--- src/rtl/pit_irq_pkg.sv ---
// Shared constants and state encoding for the timer interrupt arbiter.
package pit_irq_pkg;

    localparam int NUM_CH_DEF = 4;

    typedef enum logic {
        IDLE    = 1'b0,
        PRESENT = 1'b1
    } pit_state_t;

endpackage

--- src/rtl/pit_rr_pick.sv ---
// Combinational round-robin picker: first set request above i_last, wrapping.
module pit_rr_pick #(
    parameter int NUM_CH = 4,
    parameter int ID_W   = $clog2(NUM_CH)
) (
    input  logic [NUM_CH-1:0] i_req,
    input  logic [ID_W-1:0]   i_last,
    output logic              o_any,
    output logic [ID_W-1:0]   o_id
);

    logic [ID_W-1:0] w_idx;

    always_comb begin
        o_any = 1'b0;
        o_id  = '0;
        w_idx = '0;
        // k = NUM_CH lands back on i_last itself, so it has lowest priority.
        for (int unsigned k = 1; k <= NUM_CH; k++) begin
            w_idx = ID_W'((32'(i_last) + k) % NUM_CH);
            if (!o_any && i_req[w_idx]) begin
                o_any = 1'b1;
                o_id  = w_idx;
            end
        end
    end

endmodule

--- src/rtl/pit_irq_arbiter.sv ---
// Pending/mask latch and round-robin valid/ack presenter for timer interrupts.
// Optional lost-pulse flags enabled by defining PIT_IRQ_MISS_EN.
module pit_irq_arbiter
    import pit_irq_pkg::*;
#(
    parameter int NUM_CH = NUM_CH_DEF,
    localparam int ID_W  = $clog2(NUM_CH)
) (
    input  logic              clk,
    input  logic              rst_n,
    input  logic [NUM_CH-1:0] irq_pulse,
    input  logic              mask_wr,
    input  logic [NUM_CH-1:0] mask_wdata,
    output logic [NUM_CH-1:0] mask,
    output logic [NUM_CH-1:0] pending,
    output logic              irq_valid,
    output logic [ID_W-1:0]   irq_id,
    input  logic              irq_ack,
    output logic [NUM_CH-1:0] miss
);

    pit_state_t        r_state;
    logic [NUM_CH-1:0] r_pending;
    logic [NUM_CH-1:0] r_mask;
    logic              r_valid;
    logic [ID_W-1:0]   r_id;
    logic [ID_W-1:0]   r_last;

    logic [NUM_CH-1:0] w_elig;
    logic [NUM_CH-1:0] w_ack_clr;
    logic              w_any;
    logic [ID_W-1:0]   w_win;

    assign w_elig    = r_pending & ~r_mask;
    assign w_ack_clr = (r_state == PRESENT && irq_ack) ? (NUM_CH'(1) << r_id) : '0;

    pit_rr_pick #(
        .NUM_CH (NUM_CH),
        .ID_W   (ID_W)
    ) u_pick (
        .i_req  (w_elig),
        .i_last (r_last),
        .o_any  (w_any),
        .o_id   (w_win)
    );

    // A pulse coinciding with the ack of its own channel re-arms pending.
    always_ff @(posedge clk) begin
        if (!rst_n) begin
            r_pending <= '0;
            r_mask    <= '1;
        end else begin
            r_pending <= (r_pending & ~w_ack_clr) | irq_pulse;
            if (mask_wr) begin
                r_mask <= mask_wdata;
            end
        end
    end

    always_ff @(posedge clk) begin
        if (!rst_n) begin
            r_state <= IDLE;
            r_valid <= 1'b0;
            r_id    <= '0;
            r_last  <= ID_W'(NUM_CH - 1);
        end else begin
            case (r_state)
                IDLE: begin
                    if (w_any) begin
                        r_id    <= w_win;
                        r_valid <= 1'b1;
                        r_state <= PRESENT;
                    end
                end
                PRESENT: begin
                    if (irq_ack) begin
                        r_last  <= r_id;
                        r_valid <= 1'b0;
                        r_state <= IDLE;
                    end
                end
                default: r_state <= IDLE;
            endcase
        end
    end

`ifdef PIT_IRQ_MISS_EN
    logic [NUM_CH-1:0] r_miss;

    always_ff @(posedge clk) begin
        if (!rst_n) begin
            r_miss <= '0;
        end else begin
            r_miss <= (r_miss & ~w_ack_clr) | (irq_pulse & r_pending & ~w_ack_clr);
        end
    end

    assign miss = r_miss;
`else
    assign miss = '0;
`endif

    assign mask      = r_mask;
    assign pending   = r_pending;
    assign irq_valid = r_valid;
    assign irq_id    = r_id;

endmodule

--- config.mk ---
export PLATFORM = sky130hd
export DESIGN_NAME = pit_irq_arbiter
export DESIGN_NICKNAME = d
export VERILOG_FILES = /design/src/rtl/pit_irq_pkg.sv /design/src/rtl/pit_rr_pick.sv /design/src/rtl/pit_irq_arbiter.sv
export SDC_FILE = /design/constraint.sdc
export NUM_CORES = 1
export LEC_CHECK = 0
export CORE_MARGIN = 2
export CORE_UTILIZATION = 39
export DETAILED_ROUTE_END_ITERATION = 12
export PLACE_DENSITY = 0.71
export SYNTH_ARGS = -nofsm -noshare
export SYNTH_HDL_FRONTEND = slang
export SYNTH_SLANG_ARGS = --single-unit
--- constraint.sdc ---
create_clock -name clk -period 1.3 [get_ports clk]
set_clock_uncertainty 0.05 [all_clocks]
set_input_delay 0.26 -clock clk [delete_from_list [all_inputs] [get_ports clk]]
set_output_delay 0.26 -clock clk [all_outputs]
set_load 0.1 [all_outputs]
==> results.py, run 1 <==
metrics = {
    "power": {
        "cellPowerDensity_nw_per_um2": 1050,
        "vdd.ir_drop.worst_mv": 0.746,
        "power_w": 0.00135,
        "total_leakage_power_nw": 0.569,
        "p_sw_share_pct": 38.3,
        "p_int_w": 0.000832,
        "p_seq_share_pct": 37.6,
        "p_comb_share_pct": 38.6,
        "power_frac_clock_pct": 23.8,
        "power.net_switching_w": 0.000516,
    },
    "placement": {
        "port_buffers": 22,
        "dp_hpwl_mm": 1.40,
        "pre_cts_ws_ps": -166,
        "gp_congestion": 0.804,
        "place.detailed.instances": 131,
    },
    "floorplanning": {
        "floorplan.die.height_um": 47.8,
        "fp.dieArea_um2": 2290,
        "io_pins": 27,
        "core_area_um2": 1760,
        "row_count": 15,
        "initial_core_util_pct": 42.5,
        "die_w_um": 47.8,
    },
    "route": {
        "dr_total_vias": 733,
        "postRouteWirelength_mm": 1.99,
        "dr.first_iter.drc_count": 15,
        "detail_route.first_pass.iterations": 4,
        "drt.antenna.violating_nets": 0,
        "routed_via_density": 5.35,
        "drc_violations": 0,
        "post_drt_wl_per_cell_um": 14.5,
    },
    "worst_hold_path": {
        "whs_endpoint": "mask[2]$_SDFFE_PN1P_",
        "hold_path.startpoint": "mask[2]$_SDFFE_PN1P_",
        "hold_path.class": "flip-flop to flip-flop",
        "timing.hold.worst_path_depth": 2,
    },
    "yosys": {
        "synth-main-ff-cell": "dfxtp_1",
        "syn_inst": 81,
        "postSynthRegisterBits": 14,
        "synth_edf_count": 0,
        "syn-cell-area_um2": 749,
        "synth_sequential_area_ratio_pct": 37.4,
        "synthArstFlopShare_pct": 0,
        "post_synth.cell_area_avg_um2": 9.25,
        "count_of_unique_library_cells_instantiated_by_yosys": 31,
        "yosys_warnings": 0,
    },
    "job": {
        "cap_violations": 0,
    },
    "timing": {
        "rsz_0062_raised_after_global_routing": "yes",
        "report.final.slew_viol_count": 0,
        "finalCritPeriodShare_pct": 98.7,
        "post_layout_min_period_ps": 1280,
        "setup_slack_ps": 16.6,
        "fmax_ghz": 0.779,
        "timing.final.hold_violations": 0,
        "setup_viol_count_final": 0,
    },
    "setup_path": {
        "timing_worst_setup_path_type": "flip-flop to flip-flop",
        "critPathCaptureType": "flip-flop",
        "cpPeakStageDelay_ps": 380,
        "r2r_setup_slack_ps": 20,
        "r2r_end": "irq_id[1]$_SDFFE_PN0P_",
        "required_ps": 1460,
        "timing.critical_path.fanout_max": 4,
        "critPathArrivalTime_ps": 1450,
        "critical_path.cell_chain": "nor2b_2 -> o311ai_2 -> a21oi_2 -> o22ai_1",
        "r2r.worst_path.cells": 4,
        "crit_path_top_delay_cell": "dfxtp_4",
        "rr_startpoint": "pending[0]$_SDFF_PN0_",
        "worstSetupStartpointType": "flip-flop",
    },
    "cts": {
        "clock_sink_count": 14,
        "clockRootBuffer": "clkbuf_4",
        "insertion_delay_ps": 290,
        "cts_buffer_depth": 2,
        "cts-buffers-inserted": 3,
        "cts_clock_pin_slew_for_the_worst_setup_and_hold_paths_ps": 90,
        "tritoncts": "done",
        "clock_tree.htree_level_count": 1,
    },
    "run_status": {
        "outcome": "complete, no violations",
    },
    "final_layout": {
        "antenna-diode-count": 0,
        "syn_to_final_growth_pct": 71.6,
        "nets": 125,
        "layout.area.seq_um2": 315,
        "layout-drive-gt1-share_pct": 42.9,
        "final-instance-count-excl-fill": 137,
        "multi_input_gate_area_um2": 494,
        "nFillCells": 135,
    },
    "grt": {
        "initial_antenna_violation_count": 0,
        "grt_max_degree": 9,
        "gr-total-overflow": 0,
        "via_count_of_the_first_global_routing_pass": 647,
        "first_pass_grt_wire_length_mm": 2.99,
        "groute.usage.overall_pct": 19.8,
    },
}
[cells in the mapped netlist (all sizes together), types with 2 or more instances]
library cell,n,area [um2]
dfxtp,14,280
nand2,11,41.3
buf,6,48.8
mux2i,6,60.1
nand2b,5,46.3
nand3,5,25.0
nor2b,4,25.0
o21a,4,30.0
a21oi,3,18.8
nor4,3,18.8
clkbuf,2,7.51
o21ai,2,10.0
o311ai,2,17.5
[worst max path at each step]
stage / start / endpoint / depth (start not counted)
6_report: pending[0]$_SDFF_PN0_ / irq_id[1]$_SDFFE_PN0P_ / 4
5_1_grt: pending[0]$_SDFF_PN0_ / irq_id[1]$_SDFFE_PN0P_ / 4
4_1_cts: mask[3]$_SDFFE_PN1P_ / irq_id[0]$_SDFFE_PN0P_ / 4
3_5_place_dp: irq_ack / pending[0]$_SDFF_PN0_ / 4
3_3_place_gp: irq_ack / pending[0]$_SDFF_PN0_ / 4
2_1_floorplan: mask[2]$_SDFFE_PN1P_ / irq_id[0]$_SDFFE_PN0P_ / 4
[cells by family (layout without fill, tap and decap cells)]
family                 count (synthesis)  after routing  synth area share [%]
AO/OA/AOI/OAI                         20             20                  21.7
buffers and inverters                  8             36                  7.51
flip-flops                            14             14                  37.4
multiplexers                           6              6                  8.01
other                                  1              4                 0.500
AND/OR/NAND/NOR                       32             32                  24.9
[registers in the layout, indices dropped and copies added (netlist names)]
signal     cells
mask           4
pending        4
irq_id         2
r_last         2
irq_valid      1
r_state        1
[routing by layer]
layer  wire length (um)  part of all wire [%]  track usage [%]  vias to the layer above
met4                 21                   1.1             9.73                        0
li1                   -                     -                -                      355
met5                  0                     0                0                        -
met3                142                   7.1             7.55                        2
met2                974                    49             29.9                       38
met1                849                    43             24.7                      338
[power by group through the flow]
stage | clock, W | sequential [W] | combinational [W]
2_1_floorplan | 0 | 0.000669 | 0.000168
3_3_place_gp | 0 | 0.000515 | 0.000491
3_5_place_dp | 0 | 0.000517 | 0.000496
4_1_cts | 0.000338 | 0.000507 | 0.000498
5_1_grt | 0.000358 | 0.000513 | 0.000543
6_report | 0.000320 | 0.000507 | 0.000521
[critical path, delay by kind of cell (launching register included)]
| kind | cells | cell delay (ps) |
|---|---|---|
| AO/OA/AOI/OAI | 3 | 580 |
| flip-flops | 1 | 380 |
| AND/OR/NAND/NOR | 1 | 180 |
[area by class of cell]
type,instances,area share [%]
multi-input cells,62,38.4
repair buffers,32,31.8
flip-flops and latches,14,24.5
well taps,25,2.43
clock buffers,4,2.82
[cells in the final DEF (no fill, tap or decap), drive strengths merged]
cell type and n:
buf 21, dfxtp 14, nand2 11, clkdlybuf4s50 11, mux2i 6, nand3 5
nand2b 5, o21a 4, conb 4, clkbuf 4, nor2b 4, nor4 3
a21oi 3, o311ai 2, o21ai 2, nor2 1, a21boi 1, nand4 1
o311a 1, a41oi 1, o211a 1, nand4bb 1, o41ai 1, o22ai 1
o31a 1, o31ai 1, or3b 1, o2111a 1
[per-stage QoR]
step                utilization [%]  TNS (ps)  instance area (um2)  hold slack, ps
finish                         72.9         0                 1290             462
global route                   72.9      -106                 1290             498
CTS                            69.4         0                 1220             468
detailed placement             67.4      -594                 1190             443
global placement               67.4      -350                 1190             446
floorplan                         -      -177                  823             333
[what timing repair did]
action / in CTS / in global routing
endpoints found under the setup margin: 0 / 3
setup buffers: 0 / 2
resized for setup: 0 / 7
hold buffers: 0 / 0
Power figures use the tool's default switching activity.
==> run 2, diff against run 1 <==
--- a/config.mk
+++ b/config.mk
@@ -6,9 +6,11 @@
 export NUM_CORES = 1
 export LEC_CHECK = 0
 export CORE_MARGIN = 2
-export CORE_UTILIZATION = 39
+export CORE_UTILIZATION = 43
+export CTS_CLUSTER_DIAMETER = 150
 export DETAILED_ROUTE_END_ITERATION = 12
-export PLACE_DENSITY = 0.71
+export PLACE_DENSITY = 0.74
+export SLEW_MARGIN = 10
 export SYNTH_ARGS = -nofsm -noshare
 export SYNTH_HDL_FRONTEND = slang
 export SYNTH_SLANG_ARGS = --single-unit
==> constraint.sdc (replaced) <==
create_clock -name clk -period 1.39 [get_ports clk]
set_clock_uncertainty 0.05 [all_clocks]
set_input_delay 0.278 -clock clk [delete_from_list [all_inputs] [get_ports clk]]
set_output_delay 0.278 -clock clk [all_outputs]
set_load 0.1 [all_outputs]
==> run 2 against run 1 <==
  * Critical path depth rose by 1
  * Fmax fell by 4.2%
  * Clock power fell by 25%
  * Sequential share of layout area rose by 0.94 points
  * Flip-flop and latch count did not move
  * Critical endpoint unchanged
  * Largest power group is now sequential cells
==> results.py, run 2 (synthesized netlist as in run 1, its figures left out) <==
metrics = {
    "run_status": {
        "outcome": "complete, no violations",
    },
    "setup_path": {
        "crit_path_top_delay_cell": "dfxtp_4",
        "timing.critical_path.fanout_max": 6,
        "critPathCaptureType": "flip-flop",
        "timing_worst_setup_path_type": "flip-flop to flip-flop",
        "critPathArrivalTime_ps": 1490,
        "r2r_setup_slack_ps": 50,
        "required_ps": 1540,
        "critPathBufInv": 1,
        "worstSetupStartpointType": "flip-flop",
        "cpPeakStageDelay_ps": 370,
        "critPathTopFamily": "compound AO/OA/AOI/OAI gates",
        "critical_path.cell_chain": "nor2b_1 -> buf_4 -> o41ai_2 -> a21oi_1 -> o22ai_1",
    },
    "final_layout": {
        "layout-drive-gt1-share_pct": 38.4,
        "syn_to_final_growth_pct": 63.9,
        "mostFrequentLayoutCells": "11 x nand2_1, 11 x clkdlybuf4s50_1, 11 x buf_12",
        "nFillCells": 138,
        "multi_input_gate_area_um2": 463,
        "finalInstanceArea_um2": 1230,
        "layout.area.seq_um2": 313,
        "antenna-diode-count": 0,
        "nets": 125,
    },
    "grt": {
        "first_pass_grt_wire_length_mm": 3.13,
        "gr-total-overflow": 0,
        "grt_max_degree": 9,
        "via_count_of_the_first_global_routing_pass": 717,
        "initial_antenna_violation_count": 0,
        "groute.usage.overall_pct": 21.0,
    },
    "power": {
        "vdd.ir_drop.worst_mv": 0.554,
        "cellPowerDensity_nw_per_um2": 966,
        "power_w": 0.00119,
        "total_leakage_power_nw": 0.548,
    },
    "timing": {
        "finalCritPeriodShare_pct": 96.4,
        "rsz_0062_raised_after_global_routing": "no",
        "worst_hold_slack_after_final_layout_ps": 469,
        "timing.final.hold_violations": 0,
        "final_total_negative_setup_slack_ps": 0,
        "setup_viol_count_final": 0,
        "fmax_ghz": 0.747,
        "post_layout_min_period_ps": 1340,
        "report.final.slew_viol_count": 0,
        "setup_slack_ps": 50.4,
    },
    "cts": {
        "insertion_delay_ps": 270,
        "clock_tree.htree_level_count": 1,
        "clock_sink_count": 14,
        "cts_clock_pin_slew_for_the_worst_setup_and_hold_paths_ps": 80,
        "tritoncts": "done",
        "cts_hold_repair.buffers": 0,
        "cts-buffers-inserted": 3,
        "clockRootBuffer": "clkbuf_4",
        "cts_buffer_depth": 2,
    },
    "worst_hold_path": {
        "hold_path.class": "flip-flop to flip-flop",
    },
    "placement": {
        "port_buffers": 22,
        "pre_cts_ws_ps": -58.2,
        "gp_congestion": 0.767,
        "dpl-instance-area_um2": 1160,
        "dp_hpwl_mm": 1.47,
    },
    "job": {
        "cap_violations": 0,
    },
    "route": {
        "drt.antenna.violating_nets": 0,
        "dr_total_vias": 720,
        "routed_via_density": 5.58,
        "detail_route.first_pass.iterations": 4,
        "postRouteWirelength_mm": 1.98,
        "dr.first_iter.drc_count": 11,
        "post_drt_wl_per_cell_um": 15.3,
        "drc_violations": 0,
    },
    "floorplanning": {
        "fp.dieArea_um2": 2090,
        "die_w_um": 45.8,
        "floorplan.die.height_um": 45.8,
        "core_area_um2": 1690,
        "initial_core_util_pct": 44.4,
        "io_pins": 27,
        "row_count": 15,
    },
}
-- run 2: cell counts in the layout (fill, tap and decap cells not counted) --
Identical to the previous run, type by type.
-- run 2: stage by stage --
| stage | utilization [%] | instances |
|---|---|---|
| after global placement | 68.9 | 125 |
| after CTS | 71.0 | 129 |
| after detailed placement | 68.9 | 125 |
| after floorplan | - | 84 |
| final | 72.7 | 129 |
| after global routing | 72.7 | 129 |
-- run 2: report_power, final --
part           switching [W]  leakage [nW]  internal [W]
Sequential         0.0000528         0.119      0.000428
Clock               0.000127        0.0150      0.000111
Combinational       0.000285         0.414      0.000183
-- run 2: final timing paths --
path	start	to	cells after the start
worst min register to register	mask[2]$_SDFFE_PN1P_	mask[2]$_SDFFE_PN1P_	2
worst max register to register	pending[1]$_SDFF_PN0_	irq_id[1]$_SDFFE_PN0P_	5
worst min-delay path	mask[2]$_SDFFE_PN1P_	mask[2]$_SDFFE_PN1P_	2
worst max-delay path	pending[1]$_SDFF_PN0_	irq_id[1]$_SDFFE_PN0P_	5
-- run 2: cell type report --
class / instances / share of cell area, %
multi-input combinational: 62 / 37.7
tap: 17 / 1.73
timing repair buffer: 32 / 33.0
clock buffer: 4 / 2.14
sequential: 14 / 25.5
-- run 2: what timing repair did --
item	CTS	global route
resized for setup	2	7
buffers inserted	0	0
pin swaps	2	3
endpoints found under the setup margin	2	3
cloned	0	0
-- run 2: worst min-delay path, stage by stage, from the launching register on --
cell and delay [ps]:
dfxtp_4 370, mux2i_1 60, nand2_1 60
-- run 2: metal layers --
layer / share of wire, % / global-route usage, % / vias up
li1: - / - / 354
met1: 42 / 27.3 / 342
met3: 4.1 / 2.38 / 4
met4: 1.3 / 6.86 / 0
met2: 52 / 35.8 / 20
met5: 0 / 0 / -
